==> config.mk <==
export PLATFORM = sky130hd
export DESIGN_NAME = requant_pipe
export DESIGN_NICKNAME = d
export VERILOG_FILES = /design/src/rtl/requant_pipe.sv
export SDC_FILE = /design/constraint.sdc
export NUM_CORES = 2
export LEC_CHECK = 0
export CAP_MARGIN = 20
export CELL_PAD_IN_SITES_DETAIL_PLACEMENT = 1
export CELL_PAD_IN_SITES_GLOBAL_PLACEMENT = 1
export CORE_ASPECT_RATIO = 1.75
export CORE_MARGIN = 3
export CORE_UTILIZATION = 31
export CTS_CLUSTER_DIAMETER = 30
export CTS_CLUSTER_SIZE = 30
export DETAILED_ROUTE_END_ITERATION = 16
export PLACE_DENSITY_LB_ADDON = 0.25
export SYNTH_ARGS = -nofsm -noshare
export SYNTH_HDL_FRONTEND = slang
export SYNTH_SLANG_ARGS = --single-unit
==> constraint.sdc <==
create_clock -name clk -period 19.1 [get_ports clk]
set_input_delay 2.865 -clock clk [delete_from_list [all_inputs] [get_ports clk]]
set_output_delay 2.865 -clock clk [all_outputs]
set_load 0.005 [all_outputs]
==> src/rtl/requant_pipe.sv <==
// requant_pipe: three-stage integer requantizer (shift, SRDHM, rounding
// divide, zero point, clamp) with one global advance for all stages.
module requant_pipe #(
    parameter int WIDTH     = 32,
    parameter int OUT_WIDTH = 8
) (
    input  logic                        clk,
    input  logic                        rst_n,
    input  logic                        in_valid,
    output logic                        in_ready,
    input  logic signed [WIDTH-1:0]     in_acc,
    input  logic signed [WIDTH-1:0]     in_mult,
    input  logic signed [5:0]           in_shift,
    input  logic signed [WIDTH-1:0]     in_zp,
    input  logic signed [OUT_WIDTH-1:0] act_min,
    input  logic signed [OUT_WIDTH-1:0] act_max,
    output logic                        out_valid,
    input  logic                        out_ready,
    output logic signed [OUT_WIDTH-1:0] out_data
);

    localparam int XW = WIDTH + 32;
    localparam int PW = 2 * WIDTH;
    localparam int ZW = WIDTH + 1;

    localparam logic signed [WIDTH-1:0] WMAX =
        {1'b0, {(WIDTH-1){1'b1}}};
    localparam logic signed [WIDTH-1:0] WMIN =
        {1'b1, {(WIDTH-1){1'b0}}};
    localparam logic signed [WIDTH-1:0] WONE =
        {{(WIDTH-1){1'b0}}, 1'b1};
    localparam logic signed [WIDTH-1:0] WZERO = '0;
    localparam logic signed [XW-1:0] XMAX =
        {{(XW-WIDTH+1){1'b0}}, {(WIDTH-1){1'b1}}};
    localparam logic signed [XW-1:0] XMIN =
        {{(XW-WIDTH+1){1'b1}}, {(WIDTH-1){1'b0}}};
    localparam logic signed [PW-1:0] NUDGE_P =
        {{(WIDTH+1){1'b0}}, 1'b1, {(WIDTH-2){1'b0}}};
    localparam logic signed [PW-1:0] NUDGE_N =
        {{(WIDTH+2){1'b1}}, {(WIDTH-3){1'b0}}, 1'b1};
    localparam logic signed [PW-1:0] TBIAS =
        {{(WIDTH+1){1'b0}}, {(WIDTH-1){1'b1}}};
    localparam logic signed [PW-1:0] PZERO = '0;

    logic                    advance;
    logic                    s1_v, s2_v, s3_v;
    logic signed [WIDTH-1:0] s1_x, s1_mult, s1_zp;
    logic [5:0]              s1_rsh;
    logic signed [WIDTH-1:0] s2_h, s2_zp;
    logic [5:0]              s2_rsh;

    assign advance   = !s3_v || out_ready;
    assign in_ready  = advance;
    assign out_valid = s3_v;

    // S1: split the signed shift and saturate the left-shifted accumulator
    logic [5:0]              lsh, rsh;
    logic signed [XW-1:0]    acc_sh;
    logic signed [WIDTH-1:0] x_sat;

    always_comb begin
        lsh = '0;
        rsh = '0;
        if (in_shift[5]) begin
            rsh = -in_shift;
        end else begin
            lsh = in_shift;
        end
        acc_sh = {{32{in_acc[WIDTH-1]}}, in_acc} <<< lsh;
        x_sat  = acc_sh[WIDTH-1:0];
        if (acc_sh > XMAX) begin
            x_sat = WMAX;
        end else if (acc_sh < XMIN) begin
            x_sat = WMIN;
        end
    end

    // S2: rounding doubling high multiply, quotient truncated toward zero
    logic signed [PW-1:0]    prod, psum, pbias;
    logic signed [WIDTH-1:0] h_n;

    always_comb begin
        prod  = PW'(s1_x) * PW'(s1_mult);
        psum  = prod + (prod[PW-1] ? NUDGE_N : NUDGE_P);
        pbias = psum + (psum[PW-1] ? TBIAS : PZERO);
        h_n   = WIDTH'(pbias >>> (WIDTH-1));
        if (s1_x == WMIN && s1_mult == WMIN) begin
            h_n = WMAX;
        end
    end

    // S3: round-half-away divide, zero point in ZW bits, clamp
    logic [WIDTH-1:0]            mask, rem, thr;
    logic signed [WIDTH-1:0]     hsh, q;
    logic signed [ZW-1:0]        zsum, lo, hi, zcl;
    logic signed [OUT_WIDTH-1:0] o_n;

    always_comb begin
        mask = ~({WIDTH{1'b1}} << s2_rsh);
        rem  = s2_h & mask;
        thr  = (mask >> 1) + {{(WIDTH-1){1'b0}}, s2_h[WIDTH-1]};
        hsh  = s2_h >>> s2_rsh;
        q    = hsh + ((rem > thr) ? WONE : WZERO);
        zsum = {q[WIDTH-1], q} + {s2_zp[WIDTH-1], s2_zp};
        lo   = {{(ZW-OUT_WIDTH){act_min[OUT_WIDTH-1]}}, act_min};
        hi   = {{(ZW-OUT_WIDTH){act_max[OUT_WIDTH-1]}}, act_max};
        zcl  = zsum;
        if (zsum < lo) begin
            zcl = lo;
        end else if (zsum > hi) begin
            zcl = hi;
        end
        o_n = OUT_WIDTH'(zcl);
    end

    always_ff @(posedge clk or negedge rst_n) begin
        if (!rst_n) begin
            s1_v     <= 1'b0;
            s2_v     <= 1'b0;
            s3_v     <= 1'b0;
            s1_x     <= '0;
            s1_mult  <= '0;
            s1_zp    <= '0;
            s1_rsh   <= '0;
            s2_h     <= '0;
            s2_zp    <= '0;
            s2_rsh   <= '0;
            out_data <= '0;
        end else if (advance) begin
            s1_v <= in_valid;
            s2_v <= s1_v;
            s3_v <= s2_v;
            if (in_valid) begin
                s1_x    <= x_sat;
                s1_mult <= in_mult;
                s1_zp   <= in_zp;
                s1_rsh  <= rsh;
            end
            if (s1_v) begin
                s2_h   <= h_n;
                s2_zp  <= s1_zp;
                s2_rsh <= s1_rsh;
            end
            if (s2_v) begin
                out_data <= o_n;
            end
        end
    end

endmodule

==> results.py <==
metrics = {
    "outcome": {
        "run_status": "completed",
    },
    "routing": {
        "dr.pass1.iters": 7,
        "vias": 45400,
        "vias_per_cell": 5.13,
        "routedWlPerCell_um": 23.0,
        "dr.first_iter.drc_count": 1684,
        "wirelength_um": 204000,
        "route.detailed.drc": 0,
        "ant_nets": 0,
    },
    "synthesis": {
        "synth_area_leaders": "fa_1 (39%), ha_1 (8.2%), dfrtp_1 (8.2%), inv_1 (7.5%), nand2_1 (7.3%)",
        "ys_types": 104,
        "netlist_area_um2": 56100,
        "ys_ff_latch": 183,
        "synth_edf_count": 0,
        "ys_warn_count": 0,
        "synth_top_area_frac": 0.386,
        "synth_fp_nets": 8098,
        "synth_area_leader_cell": "fa_1",
        "ys_seq_area_frac": 0.0816,
        "yosys_most_used_dff": "dfrtp_1",
        "syn_inst": 6526,
        "async_flop_share": 1.00,
        "avgSynthCellArea_um2": 8.60,
    },
    "timing": {
        "setup_violations": 0,
        "fin_skew_ns": 0.0319,
        "fin_crit_ns": 16.49,
        "drv_slew": 0,
        "relSlewSlack": 0.237,
        "final_hold_viol_count": 0,
        "fmaxAchievable_mhz": 60.6,
        "rsz0062_at_grt": "no",
        "fin_crit_sh": 0.863,
        "tns_ns": 0,
        "tightestPinTransition_ns": 1.14,
        "worst_slack_ns": 2.61,
    },
    "global_routing": {
        "first_global_vias": 52700,
        "grt_overflow_total": 0,
        "grt_pass1_wl_um": 314000,
        "grt_max_degree": 74,
        "grt_usage": 0.222,
        "antenna_found_initial": 10,
    },
    "worst_setup_path": {
        "reg2reg_slack_ns": 2.61,
        "endpoint": "s2_h[30]",
        "worstSetupPathType": "reg -> reg",
        "required_ns": 19.52,
        "cp-start-kind": "flip-flop",
        "critPathLaunch": "s1_x[7]",
        "r2r-start": "s1_x[7]",
        "slowest_stage": "dfrtp_1",
        "crit_arrival_ns": 16.91,
        "crit_cells": 54,
        "end_kind": "flip-flop",
        "critPathMaxStageDelay_ns": 1.11,
        "path_delay_family": "compound AO/OA/AOI/OAI gates",
        "cp.buffers_inverters": 6,
        "crit_top_cell": "fa_1",
        "crit_fanout": 30,
        "rr_worst_depth": 54,
        "reg2reg_to": "s2_h[30]",
    },
    "job": {
        "max_cap_viol_count": 0,
    },
    "die": {
        "die_h_um": 569,
        "ioPinCount": 132,
        "dieArea_um2": 186000,
        "die_w_um": 328,
        "initial_core_util": 0.312,
        "num_rows": 206,
        "core-area_um2": 180000,
    },
    "cts": {
        "cts_setup_buffers": 0,
        "cts_tree": "done",
        "root_buffer": "clkbuf_16",
        "cts_sinks": 183,
        "cts_buffers": 17,
        "cts-hold-fix-buffers": 0,
        "h-tree-depth": 4,
        "clkTransAtPathRegs_ns": 0.09,
        "clock_path_buffers": 2,
        "cts_resized": 0,
        "insertion_delay_ns": 0.55,
    },
    "placed_design": {
        "gp_congestion": 0.921,
        "io_buffer_count": 131,
        "dpl_cell_area_um2": 59900,
        "pre_cts_ws_ns": 2.55,
        "dpl.hpwl_um": 166000,
    },
    "finish": {
        "stdcell_area_um2": 60500,
        "nFillCells": 21400,
        "area_growth_pct": 7.88,
        "drive_above_1_share": 0.0383,
        "nNetsFinal": 8005,
    },
    "min_path": {
        "hold_class": "reg -> reg",
    },
}
logic make-up (layout without fill, tap and decap cells):
kind of cell               Yosys count  count (layout)  synth area share
adders and majority gates         1453            1453             0.469
and+or+nand+nor                   2245            2245             0.190
AOI/OAI and AO/OA                  772             772            0.0889
buffers and inverters             1479            1399            0.0993
DFF                                183             183            0.0816
other                                0               6                 0
muxes                              181             181            0.0380
xor gates and xnor gates           213             213            0.0335
metal layers:
metal,share of wire,routed length (µm),track usage,up-vias
met3,0.027,5440,0.0195,534
met5,0,0,0,-
li1,-,-,-,20100
met2,0.55,111000,0.431,1037
met4,0.069,14100,0.132,0
met1,0.36,73000,0.229,23700
how the worst min path moves through the flow:
stage                     slack, ns  cells past startpoint        start     endpoint
after CTS                      0.49                      2    s1_zp[22]    s2_zp[22]
after floorplan                0.44                      2         s2_v    out_valid
after detailed placement       0.46                      2    s1_zp[12]    s2_zp[12]
final                          0.48                      2    s1_rsh[2]    s1_rsh[2]
after global placement         0.45                      2         s2_v    out_valid
after global routing           0.50                      2  s1_mult[29]  s1_mult[29]
cells in the mapped netlist (7+ instances only):
library cell and n:
inv_1 1119, nand2_1 1088, fa_1 1083, and2_1 422, ha_1 367, clkbuf_1 324, nor2_1 267, a21oi_1 262
dfrtp_1 183, xnor2_1 147, mux2i_1 143, o21ai_0 142, nor2b_1 93, nor3_1 75, nand3_1 66, xor2_1 65
a21o_1 64, nand2b_1 58, nand4_1 44, nor4_1 36, a31oi_1 35, o21a_1 33, a211oi_1 30, and3_1 24
mux4_2 24, buf_1 22, o22a_1 22, o211ai_1 16, mux2_2 14, a21boi_0 13, or3_1 13, o22ai_1 12
o31ai_1 12, or2_2 11, a221o_1 10, o21bai_1 10, a22oi_1 9, o32a_1 8, a2111oi_0 7, a211o_1 7
a221oi_1 7, buf_2 7, o221ai_1 7
sequential cells by signal, summed over array words and instances (netlist names):
| signal | cells |
|---|---|
| out_valid | 1 |
| s2_zp | 32 |
| s2_h | 32 |
| s1_zp | 32 |
| s1_rsh | 6 |
| s2_v | 1 |
| s1_x | 32 |
| s1_mult | 32 |
| out_data | 8 |
| s2_rsh | 6 |
| s1_v | 1 |
worst min-delay path: stages, from the launching register on:
cell     delay (ns)
dfrtp_1        0.35
nand2_1        0.05
nand2_1        0.05
cell type report:
cell class,instances,area (µm²),area share
sequential,183,4590,0.0759
timing repair buffer,243,2160,0.0356
clock buffer,21,460,0.00761
antenna,6,15.0,0.000248
inverter,1124,4220,0.0697
multi-input combinational,4864,46000,0.760
clock inverter,11,109,0.00180
tap,2392,2990,0.0495
per-stage QoR:
stage | utilization | hold WS, ns | instances
3_3_place_gp | 0.333 | 0.454 | 8806
5_1_grt | 0.336 | 0.505 | 8840
3_5_place_dp | 0.333 | 0.458 | 8806
6_report | 0.336 | 0.476 | 8844
4_1_cts | 0.336 | 0.486 | 8838
2_1_floorplan | - | 0.436 | 6526
cells in the final DEF, fill, tap and decap left out, drive strengths merged, types with 38 or more instances in the layout:
cell	n
a21oi	263
a21o	64
dfrtp	183
nor2	267
nand2b	58
nand3	69
xnor2	147
buf	112
o21ai	148
clkdlybuf4s50	130
ha	367
and2	424
nand4	44
nor4	38
mux2i	143
nand2	1088
nor2b	93
nor3	79
fa	1083
xor2	65
inv	1128
Power is not shown: default switching activity piles up to over one toggle a cycle in this logic, so the estimate is an artifact.
